### src/rtl/bp_pkg.sv
// Shared types for the branch-prediction tracker: per-stage prediction metadata
// and the classification of the instruction resolving in EX.
package bp_pkg;

  localparam logic [31:0] PC_STEP = 32'd4;

  typedef struct packed {
    logic        valid;
    logic [31:0] pc;
    logic        hit;
    logic [31:0] npc;
  } bp_meta_t;

  typedef enum logic [1:0] {RK_NONE, RK_COND, RK_JAL, RK_JALR} res_kind_e;

  // Control-flow decode flags are expected one-hot; jumps take precedence if not.
  function automatic res_kind_e res_kind(input logic is_br, input logic jal,
                                         input logic jalr);
    if (jalr)       return RK_JALR;
    else if (jal)   return RK_JAL;
    else if (is_br) return RK_COND;
    else            return RK_NONE;
  endfunction

endpackage

### src/rtl/bp_meta_reg.sv
// One pipeline register for prediction metadata.
// Priority: reset clears, bubble holds, flush invalidates, otherwise load.
module bp_meta_reg
  import bp_pkg::*;
(
  input  logic     clk,
  input  logic     rst_n,
  input  logic     bubble_i,
  input  logic     flush_i,
  input  bp_meta_t load_i,
  output bp_meta_t meta_o
);

  bp_meta_t meta_q, meta_d;

  always_comb begin
    meta_d = meta_q;
    if (!bubble_i) begin
      if (flush_i) meta_d.valid = 1'b0;
      else         meta_d       = load_i;
    end
  end

  always_ff @(posedge clk) begin
    if (!rst_n) meta_q <= '0;
    else        meta_q <= meta_d;
  end

  assign meta_o = meta_q;

endmodule

### src/rtl/branch_pred_tracker.sv
// Carries BTB predictions IF->ID->EX, checks them at EX, drives the fetch
// redirect and BTB update commands, and keeps prediction statistics.
module branch_pred_tracker
  import bp_pkg::*;
#(
  parameter int CNT_W   = 32,
  parameter bit STAT_EN = 1'b1
) (
  input  logic             clk,
  input  logic             rst_n,
  input  logic             bubbleF,
  input  logic             bubbleD,
  input  logic             bubbleE,
  input  logic             flushF,
  input  logic             flushD,
  input  logic             flushE,
  input  logic [31:0]      pc_f,
  input  logic             btb_hit_f,
  input  logic [31:0]      btb_npc_f,
  input  logic             is_br_e,
  input  logic             jal_e,
  input  logic             jalr_e,
  input  logic             br_taken_e,
  input  logic [31:0]      br_target_e,
  output logic             redirect,
  output logic [31:0]      redirect_pc,
  output logic             btb_write,
  output logic             btb_delete,
  output logic [31:0]      btb_upd_pc,
  output logic [31:0]      btb_upd_tgt,
  output logic [CNT_W-1:0] cnt_branch,
  output logic [CNT_W-1:0] cnt_correct,
  output logic [CNT_W-1:0] cnt_mispred
);

  // There is no IF register here; the IF stall only matters upstream.
  logic unused_bubbleF;
  assign unused_bubbleF = bubbleF;

  bp_meta_t meta_f, meta_id, meta_ex;

  assign meta_f = '{valid: ~flushF, pc: pc_f, hit: btb_hit_f, npc: btb_npc_f};

  bp_meta_reg u_meta_d (
    .clk     (clk),
    .rst_n   (rst_n),
    .bubble_i(bubbleD),
    .flush_i (flushD),
    .load_i  (meta_f),
    .meta_o  (meta_id)
  );

  bp_meta_reg u_meta_e (
    .clk     (clk),
    .rst_n   (rst_n),
    .bubble_i(bubbleE),
    .flush_i (flushE),
    .load_i  (meta_id),
    .meta_o  (meta_ex)
  );

  // Resolve
  res_kind_e   kind;
  logic        res, is_cf, mispred, wr, del;
  logic [31:0] seq_pc, actual, pred;

  assign kind   = res_kind(is_br_e, jal_e, jalr_e);
  assign res    = meta_ex.valid & ~bubbleE;
  assign is_cf  = is_br_e | jal_e | jalr_e;
  assign seq_pc = meta_ex.pc + PC_STEP;
  assign pred   = meta_ex.hit ? meta_ex.npc : seq_pc;

  always_comb begin
    actual = seq_pc;
    case (kind)
      RK_COND:        actual = br_taken_e ? br_target_e : seq_pc;
      RK_JAL, RK_JALR: actual = br_target_e;
      default:        actual = seq_pc;
    endcase
  end

  assign mispred = res & (pred != actual);
  assign wr      = res & ((is_br_e & br_taken_e) | jal_e)
                       & (~meta_ex.hit | (meta_ex.npc != br_target_e));
  // jalr targets are data-dependent, so a stale jalr entry is dropped rather than rewritten.
  assign del     = res & meta_ex.hit & ~wr
                       & ((is_br_e & ~br_taken_e) | jalr_e | ~is_cf);

  assign redirect    = mispred;
  assign redirect_pc = res ? actual : '0;
  assign btb_write   = wr;
  assign btb_delete  = del;
  assign btb_upd_pc  = res ? meta_ex.pc : '0;
  assign btb_upd_tgt = res ? br_target_e : '0;

  // Statistics
  logic inc_branch, inc_correct, inc_mispred;
  assign inc_branch  = res & is_cf;
  assign inc_correct = res & is_cf & ~mispred;
  assign inc_mispred = mispred;

  if (STAT_EN) begin : g_stat
    logic [CNT_W-1:0] cnt_branch_q, cnt_branch_d;
    logic [CNT_W-1:0] cnt_correct_q, cnt_correct_d;
    logic [CNT_W-1:0] cnt_mispred_q, cnt_mispred_d;

    always_comb begin
      cnt_branch_d  = cnt_branch_q  + (inc_branch  ? CNT_W'(1) : CNT_W'(0));
      cnt_correct_d = cnt_correct_q + (inc_correct ? CNT_W'(1) : CNT_W'(0));
      cnt_mispred_d = cnt_mispred_q + (inc_mispred ? CNT_W'(1) : CNT_W'(0));
    end

    always_ff @(posedge clk) begin
      if (!rst_n) begin
        cnt_branch_q  <= '0;
        cnt_correct_q <= '0;
        cnt_mispred_q <= '0;
      end else begin
        cnt_branch_q  <= cnt_branch_d;
        cnt_correct_q <= cnt_correct_d;
        cnt_mispred_q <= cnt_mispred_d;
      end
    end

    assign cnt_branch  = cnt_branch_q;
    assign cnt_correct = cnt_correct_q;
    assign cnt_mispred = cnt_mispred_q;
  end else begin : g_nostat
    assign cnt_branch  = '0;
    assign cnt_correct = '0;
    assign cnt_mispred = '0;
  end

endmodule

### config.mk
export PLATFORM = sky130hd
export DESIGN_NAME = branch_pred_tracker
export DESIGN_NICKNAME = d
export VERILOG_FILES = /design/src/rtl/bp_pkg.sv /design/src/rtl/bp_meta_reg.sv /design/src/rtl/branch_pred_tracker.sv
export SDC_FILE = /design/constraint.sdc
export NUM_CORES = 1
export LEC_CHECK = 0
export ABC_AREA = 1
export CORE_ASPECT_RATIO = 0.7
export CORE_UTILIZATION = 45
export DETAILED_ROUTE_END_ITERATION = 10
export PLACE_DENSITY = 0.72
export SYNTH_ARGS = -nofsm -noshare
export SYNTH_HDL_FRONTEND = slang
export SYNTH_SLANG_ARGS = --single-unit
### constraint.sdc
create_clock -name clk -period 4.9 [get_ports clk]
set_input_delay 0.98 -clock clk [delete_from_list [all_inputs] [get_ports clk]]
set_output_delay 0.98 -clock clk [all_outputs]
set_load 0.03 [all_outputs]
**Word level (Yosys, flattened, before mapping)**

Index checks and enable logic that the tools add are counted.
W data, S select, Z words.

- Flip-flop bits (word level): 228
- Bits of input ports: 109
- Logic and storage cells: 64

- Add/subtract/negate cells: 4
- Equality and inequality tests: 5
- Mux-type cells: 14
- Bitwise gates (word level): 27
- Reduce and logical (&&, ||, !) cells: 3

Operator list:

| operator | number |
|---|---|
| $mux W32 | 5 |
| $add A32 B1 Y32 | 3 |
| $ne A32 B32 Y1 | 2 |
| $pmux W32 S2 | 1 |
| $add A32 B3 Y32 const B | 1 |
| $and A1 B1 Y1 | 11 |
| $not A1 Y1 | 10 |
| $mux W1 | 6 |
| $or A1 B1 Y1 | 6 |
| $eq A2 B2 Y1 const B | 2 |
| $mux W2 | 2 |
| $reduce_and A2 Y1 | 2 |
| $eq A2 B1 Y1 const B | 1 |
| $reduce_or A2 Y1 | 1 |

**Longest topological paths before layout**

Gate-level depths: netlist of the first run.

- Depth in word-level cells: 12
- Gate-level depth with buffers: 34
- Gate-level depth less buffers: 34

**Cells and area by module**

A second synthesis of the first run with hierarchy kept.

- Cells, all modules: 2292
- Area, all modules: 13411.6 um^2

By module, submodules not included:

| module | instances | cells each | area each (um^2) |
|---|---|---|---|
| branch_pred_tracker | 1 | 1458 | 8069.0 |
| bp_meta_reg | 2 | 417 | 2671.3 |

**Least setup slack after synthesis of the first run**

Ideal clock, no wire load.

- Path kind: in2reg
- Start point: input br_taken_e
- End point: register g_stat.cnt_mispred_q[30] (netlist: cnt_mispred[30])
- Setup time: 0.119 ns
- Arrival time: 4.716 ns
- Data required time: 4.781 ns
- Path slack: 0.065 ns
- Cell stages on the path: 28
- Cell sequence: buf_2 > nand2_1 > nand2_1 > buf_2 > buf_4 > o21ai_0 > xor2_1 > nor2_1 > nand2_1 > nor2_1 > nand2_1 > nor2_2 > a21oi_1 > ha_1 > ha_1 > nand3_1 > nor2_2 > nand3_2 > nor3_2 > nand2_1 > nor2_1 > nand3_1 > nor2_2 > nand3_1 > inv_2 > nand2_1 > o21ai_0 > a21oi_1

- Longest elaborated chain between the ends: 6

Ends and longest elaborated chain:

| what | line | text |
|---|---|---|
| start: declaration | branch_pred_tracker.sv:23 | `input logic br_taken_e,` |
| $mux W32 | branch_pred_tracker.sv:76 | `RK_COND: actual = br_taken_e ? br_target_e : seq_pc;` |
| $pmux W32 S2 | branch_pred_tracker.sv:75 | `case (kind)` |
| $ne A32 B32 Y1 | branch_pred_tracker.sv:82 | `assign mispred = res & (pred != actual);` |
| $and A1 B1 Y1 | branch_pred_tracker.sv:82 |  |
| net redirect | branch_pred_tracker.sv:25 | `output logic redirect,` |
| $mux W1 | branch_pred_tracker.sv:110 | `cnt_mispred_d = cnt_mispred_q + (inc_mispred ? CNT_W'(1) : CNT_W'(0));` |
| $add A32 B1 Y32 | branch_pred_tracker.sv:110 |  |
| end signal: assignment | branch_pred_tracker.sv:121 | `cnt_mispred_q <= cnt_mispred_d;` |
| end: declaration | branch_pred_tracker.sv:105 | `logic [CNT_W-1:0] cnt_mispred_q, cnt_mispred_d;` |

The timed path passes the listed nets, and every way through them passes these cells.
A chain may end at the register's enable or synchronous reset.

**Final worst setup path of the first run**

- Start point: input is_br_e
- End point: register g_stat.cnt_correct_q[24] (netlist: cnt_correct[24])

- Longest elaborated chain between the ends: 12
- Elaborated cells between the ends (all ways): 17

Ends and longest elaborated chain:

| what | line | text |
|---|---|---|
| start: declaration | branch_pred_tracker.sv:20 | `input logic is_br_e,` |
| $mux W1 | bp_pkg.sv:21 | `else if (is_br) return RK_COND;` |
| $mux W2 | bp_pkg.sv:20 | `else if (jal) return RK_JAL;` |
| $mux W2 | bp_pkg.sv:19 | `if (jalr) return RK_JALR;` |
| $eq A2 B2 Y1 | branch_pred_tracker.sv:75 |  |
| $reduce_or A2 Y1 | branch_pred_tracker.sv:75 |  |
| $pmux W32 S2 | branch_pred_tracker.sv:75 |  |
| $ne A32 B32 Y1 | branch_pred_tracker.sv:82 |  |
| $and A1 B1 Y1 | branch_pred_tracker.sv:82 |  |
| $not A1 Y1 | branch_pred_tracker.sv:99 | `assign inc_correct = res & is_cf & ~mispred;` |
| $and A1 B1 Y1 (*) | branch_pred_tracker.sv:99 |  |
| $mux W1 (*) | branch_pred_tracker.sv:109 | `cnt_correct_d = cnt_correct_q + (inc_correct ? CNT_W'(1) : CNT_W'(0));` |
| $add A32 B1 Y32 (*) | branch_pred_tracker.sv:109 |  |
| end signal: assignment | branch_pred_tracker.sv:120 | `cnt_correct_q <= cnt_correct_d;` |
| end: declaration | branch_pred_tracker.sv:104 | `logic [CNT_W-1:0] cnt_correct_q, cnt_correct_d;` |

Mark *: on every way between the ends. The rest lies on a longest branch, timed or not.

==> impl_metrics.py, run 1 <==
metrics = {
    "sta": {
        "setup_viol": 0,
        "setup_tns_ns": 0,
        "worst_pin_slew_ns": 0.871,
        "fin_skew_ns": 0.0112,
        "drv_slew": 0,
        "fmax_mhz": 212,
        "slew_headroom_pct": 41.9,
        "whs_ns": 0.451,
        "finalCritPeriodShare_pct": 96.3,
        "period_needed_ns": 4.72,
        "hold_viol": 0,
    },
    "pwr": {
        "leakagePower_nw": 7.19,
        "ir_drop_mv": 0.212,
        "power_density_mw_per_mm2": 254,
        "design_power_total_mw": 4.41,
    },
    "critical_path": {
        "path_depth": 31,
        "crit_arrival_ns": 5.15,
        "r2r_slack_ns": 0.35,
        "crit_slowest_cell": "clkdlybuf4s50_1",
        "cp-end-kind": "flop",
        "crit_family": "simple AND/OR/NAND/NOR gates",
        "worstSetupStartpointType": "primary input",
        "crit_fanout": 12,
        "worstReg2RegEnd": "cnt_correct[24]",
        "slowest_delay_ns": 0.49,
        "cp-startpoint": "is_br_e",
        "critPathBufInv": 5,
        "reg2reg_depth": 31,
        "crit_required_ns": 5.33,
        "crit_top_cell": "nand2_1",
        "r2r-start": "u_meta_e.meta_o[35]",
        "critPathKind": "in2reg",
        "endpoint": "cnt_correct[24]",
    },
    "synth": {
        "synthArstFlopShare_pct": 0,
        "synth_area_leader_cell": "dfxtp_1",
        "synth_seq_area_share_pct": 37.0,
        "synth_area_leaders": "dfxtp_1 37%, nand2_1 13%, nor2_1 11%",
        "synth_nets": 2083,
        "synth_area_mm2": 0.0123,
        "yosysTopAreaCellShare_pct": 37.0,
        "synthCells": 1967,
        "ys_ff_latch": 228,
        "yosys_warnings": 0,
        "ys.flop_type": "dfxtp_1",
        "synth_edf_count": 0,
        "syn_avg_cell_area_um2": 6.27,
        "yosysUniqueCellTypes": 45,
    },
    "cts": {
        "cts.clk_slew.worst_paths_ns": 0.06,
        "cts_max_level": 1,
        "cts_hold_buf": 0,
        "clock-sinks": 228,
        "clock_latency_ns": 0.54,
        "cts_tree": "yes",
        "clock_path_buffers": 3,
        "cts_root_buffer": "clkbuf_16",
        "cts_made_buffers": 25,
    },
    "finish": {
        "final_common_cell": "nand2_1",
        "syn_to_final_growth_pct": 40.9,
        "mostFrequentLayoutCells": "423 x nand2_1, 351 x nor2_1, 279 x clkdlybuf4s50_1",
        "nets": 2443,
        "drive_above_1_share_pct": 10.9,
    },
    "floorplan": {
        "boundaryPins": 304,
        "die_h_um": 141,
        "start_util_pct": 46.0,
        "die-width_um": 200,
        "core_area_mm2": 0.0268,
        "design.die.area_mm2": 0.0281,
        "row_count": 50,
    },
    "global_route": {
        "grt_max_degree": 98,
        "antenna_found_initial": 2,
        "grt_pass1_wl_mm": 66.7,
        "grt_pass1_vias": 12771,
        "grt_usage_pct": 30.0,
        "grt-ovfl-total": 0,
    },
    "min_path": {
        "hp-class": "reg2reg",
        "holdPathStages": 1,
    },
    "detailed_routing": {
        "viasPerCell": 5.22,
        "drtIter0Drc": 1127,
        "wl_mm": 43.4,
        "drtAntennaViolNets": 0,
        "drc_errors": 0,
        "wire_per_inst_um": 16.0,
        "drt_pass1_iterations": 5,
        "vias": 14129,
    },
    "placed_design": {
        "place.gp.congestion": 0.939,
        "place.port_buffers": 302,
        "dp_hpwl_mm": 32.7,
    },
    "status": {
        "status": "complete, no violations",
    },
    "job": {
        "maxCapViolCount": 0,
    },
}
## what timing repair did
action / CTS / global route
resized for setup: 3 / 58
setup endpoints to repair: 3 / 33
hold endpoints to repair: 0 / 0
pin swaps: 0 / 21
buffers inserted: 0 / 11
## final cells by class
cell class              count  area (µm²)
well taps                 364         455
clock buffers              34         689
flip-flops and latches    228        4560
inverters                 222         833
repair buffers            410        3890
multi-input cells        1440        6870
diodes                      1        2.50
fillers                  2453        9450
clock inverters             7        85.1
## worst register-to-register path: cells and delay by family, from the launching register on
kind                       cells  cell delay, ns
AOI/OAI and AO/OA              2            0.24
adders and majority gates      3            0.60
buffers and inverters          1            0.07
DFF                            1            0.41
and+or+nand+nor               25            3.14
## sequential cells by signal, indices dropped and copies added, names as in the netlist
name             flops
cnt_branch          32
u_meta_d.meta_o     66
cnt_correct         32
u_meta_e.meta_o     66
cnt_mispred         32
## cell usage after synthesis (5+ instances only)
master and instances:
nand3_1 106, o21ai_1 10, nor2_4 5, o21ai_0 204, clkbuf_1 64, nor3_1 41, o21a_1 7, buf_2 7
nor2_2 19, ha_1 7, nand2_1 430, nor4_1 6, xor2_1 14, a21oi_1 138, inv_1 215, nand4_1 22
xnor2_1 14, nand3_2 5, nand2_2 8, inv_2 6, nor2_1 367, dfxtp_1 228, buf_1 5
## layer usage
metal	vias up	GRT usage (%)	routed length, µm
met1	6470	43.7	20000
li1	7025	-	-
met2	564	44.3	18200
met3	68	7.06	4170
met4	2	6.99	971
met5	-	0	11
## power by group
part | total [mW] | internal (mW) | switching, mW
clock | 1.82 | 1.04 | 0.779
combinational | 0.617 | 0.260 | 0.357
sequential | 1.98 | 1.92 | 0.0528
total | 4.41 | 3.22 | 1.19
## per-stage QoR
stage | worst slack (ns) | utilization [%] | instances | area (µm²)
floorplan | 0.0645 | - | 1967 | 12300
global placement | -0.513 | 60.8 | 2653 | 16300
detailed placement | -0.603 | 60.8 | 2653 | 16300
CTS | 0.0387 | 63.7 | 2694 | 17100
global route | -0.0946 | 64.8 | 2705 | 17400
finish | 0.183 | 64.8 | 2706 | 17400
## kinds of logic (layout without fill, tap and decap cells)
family                   after synthesis  in the layout  synth area share, %
AO/OA/AOI/OAI                        383            383                 16.2
flip-flops                           228            228                 37.0
XOR/XNOR                              29             29                 2.12
buffers and inverters                299            673                 9.20
AND/OR/NAND/NOR                     1021           1021                 34.8
other                                  0              1                    0
adder cells (fa/ha/maj)                7              7                0.710
## worst min path at each step
stage | endpoint | startpoint
2_1_floorplan | u_meta_e.meta_o[65] | u_meta_e.meta_o[65]
3_3_place_gp | cnt_mispred[31] | cnt_mispred[31]
3_5_place_dp | cnt_mispred[31] | cnt_mispred[31]
4_1_cts | cnt_mispred[31] | cnt_mispred[31]
5_1_grt | cnt_correct[31] | cnt_correct[31]
6_report | cnt_mispred[31] | cnt_mispred[31]
(Power assumes the default switching activity.)
==> run 2: changes to the inputs <==
--- a/config.mk
+++ b/config.mk
@@ -6,10 +6,12 @@
 export NUM_CORES = 1
 export LEC_CHECK = 0
 export ABC_AREA = 1
+export CELL_PAD_IN_SITES_DETAIL_PLACEMENT = 1
+export CELL_PAD_IN_SITES_GLOBAL_PLACEMENT = 2
 export CORE_ASPECT_RATIO = 0.7
-export CORE_UTILIZATION = 45
+export CORE_UTILIZATION = 26
 export DETAILED_ROUTE_END_ITERATION = 10
-export PLACE_DENSITY = 0.72
+export PLACE_DENSITY = 0.79
 export SYNTH_ARGS = -nofsm -noshare
 export SYNTH_HDL_FRONTEND = slang
 export SYNTH_SLANG_ARGS = --single-unit
==> impl_metrics.py, run 2 (synthesized netlist as in run 1, its figures left out) <==
metrics = {
    "finish": {
        "drive_above_1_share_pct": 12.9,
        "mostFrequentLayoutCells": "418 x nand2_1, 349 x nor2_1, 273 x clkdlybuf4s50_1",
        "final_common_cell": "nand2_1",
        "nets": 2469,
        "stdcell_count": 2988,
        "syn_to_final_growth_pct": 48.9,
    },
    "detailed_routing": {
        "drtIter0Drc": 740,
        "drc_errors": 0,
        "drt_pass1_iterations": 5,
        "wire_per_inst_um": 18.0,
        "viasPerCell": 4.82,
        "drtAntennaViolNets": 0,
        "wl_mm": 53.7,
        "vias": 14409,
    },
    "floorplan": {
        "design.die.area_mm2": 0.0483,
        "die-width_um": 262,
        "core_area_mm2": 0.0467,
        "boundaryPins": 304,
        "die_h_um": 184,
        "row_count": 66,
        "start_util_pct": 26.4,
    },
    "sta": {
        "whs_ns": 0.461,
        "worst_pin_slew_ns": 0.824,
        "period_needed_ns": 4.82,
        "setup_viol": 0,
        "drv_slew": 0,
        "slew_headroom_pct": 45.0,
        "finalCritPeriodShare_pct": 98.4,
        "fmax_mhz": 207,
        "hold_viol": 0,
        "setup_slack_ns": 0.0797,
        "fin_skew_ns": 0.0340,
    },
    "placed_design": {
        "place.gp.congestion": 0.915,
        "place_ws_ns": -0.591,
        "placedCellCount": 2921,
        "dp_hpwl_mm": 41.4,
        "place.port_buffers": 302,
    },
    "cts": {
        "clock_path_buffers": 3,
        "cts_made_buffers": 26,
        "clock-sinks": 228,
        "cts.clk_slew.worst_paths_ns": 0.06,
        "clock_latency_ns": 0.58,
        "cts_root_buffer": "clkbuf_16",
        "cts_tree": "yes",
        "cts_max_level": 1,
    },
    "min_path": {
        "hp-class": "reg2reg",
        "holdPathStages": 1,
    },
    "pwr": {
        "power_frac_comb_pct": 13.6,
        "leakagePower_nw": 7.51,
        "p_sw_share_pct": 26.6,
        "power.internal_mw": 3.54,
        "p_sw_mw": 1.28,
        "power_density_mw_per_mm2": 262,
        "ir_drop_mv": 0.237,
        "sequentialPowerShare_pct": 41.1,
        "design_power_total_mw": 4.82,
        "p_clk_share_pct": 45.3,
    },
    "global_route": {
        "antenna_found_initial": 8,
        "grt-ovfl-total": 0,
        "grt_pass1_vias": 14898,
        "grt_pass1_wl_mm": 82.6,
        "grt_usage_pct": 21.6,
        "grt_max_degree": 137,
    },
    "status": {
        "status": "complete, no violations",
    },
    "critical_path": {
        "reg2reg_depth": 32,
        "worstSetupStartpointType": "primary input",
        "crit_required_ns": 3.92,
        "critPathKind": "in2out",
        "crit_arrival_ns": 3.84,
        "crit_fanout": 3,
        "cp-end-kind": "output port",
    },
    "job": {
        "maxCapViolCount": 0,
    },
}
[run 2: cell types whose count changed in the layout (fill, tap and decap cells not counted), moves of 5 or more]
cell	before	now
buf_12	8	27
buf_4	119	128
clkbuf_8	3	10
clkdlybuf4s50_1	279	273
nand2_1	423	418
[run 2: worst paths after layout]
path | start | to | slack, ns
worst min register to register | cnt_correct[31] | cnt_correct[31] | 0.46
worst max-delay path | br_target_e[5] | btb_delete | 0.08
worst max register to register | u_meta_e.meta_o[35] | cnt_mispred[28] | 0.35
worst min-delay path | cnt_correct[31] | cnt_correct[31] | 0.46
[run 2: power groups by stage]
stage	Sequential [mW]	Combinational, mW	Clock, mW
floorplan	2.00	0.331	0
global placement	2.02	0.627	0
detailed placement	2.02	0.640	0
CTS	1.98	0.645	2.25
global route	1.99	0.726	2.33
finish	1.98	0.656	2.18
[run 2: metal layers]
metal / track usage (%) / routed length [µm] / vias to the layer above
met5: 0 / 69 / -
met4: 6.73 / 1550 / 10
met3: 5.04 / 3070 / 92
met2: 36.0 / 24500 / 303
met1: 27.6 / 24500 / 6904
li1: - / - / 7100
[run 2: area by class of cell]
| type | count | area, µm² |
|---|---|---|
| Inverter | 222 | 833 |
| Antenna cell | 4 | 10.0 |
| Timing Repair Buffer | 435 | 4330 |
| Multi-Input combinational cell | 1440 | 6900 |
| Clock inverter | 8 | 165 |
| Fill cell | 5818 | 28300 |
| Tap cell | 612 | 766 |
| Sequential cell | 228 | 4570 |
| Clock buffer | 39 | 800 |
[run 2: metrics by stage]
stage | area, µm² | utilization (%) | TNS, ns
finish | 18400 | 39.4 | 0
global route | 18400 | 39.4 | -0.156
CTS | 18000 | 38.5 | 0
detailed placement | 17000 | 36.4 | -13.03
global placement | 17000 | 36.4 | -7.26
floorplan | 12300 | - | 0
[run 2: critical path: stages]
cell,delay (ns)
clkdlybuf4s50_1,0.60
inv_1,0.09
buf_4,0.16
nand2_1,0.09
nand4_1,0.11
nor4_1,0.56
a41oi_1,0.34
nor2_1,0.20
clkdlybuf4s50_1,0.70
[run 2: timing repair]
action,4_1_cts,5_1_grt
endpoints found under the hold margin,0,0
setup endpoints to repair,5,31
resized for setup,5,73
cloned,0,1
pin swaps,2,27
setup buffers,1,14
hold buffers,0,0
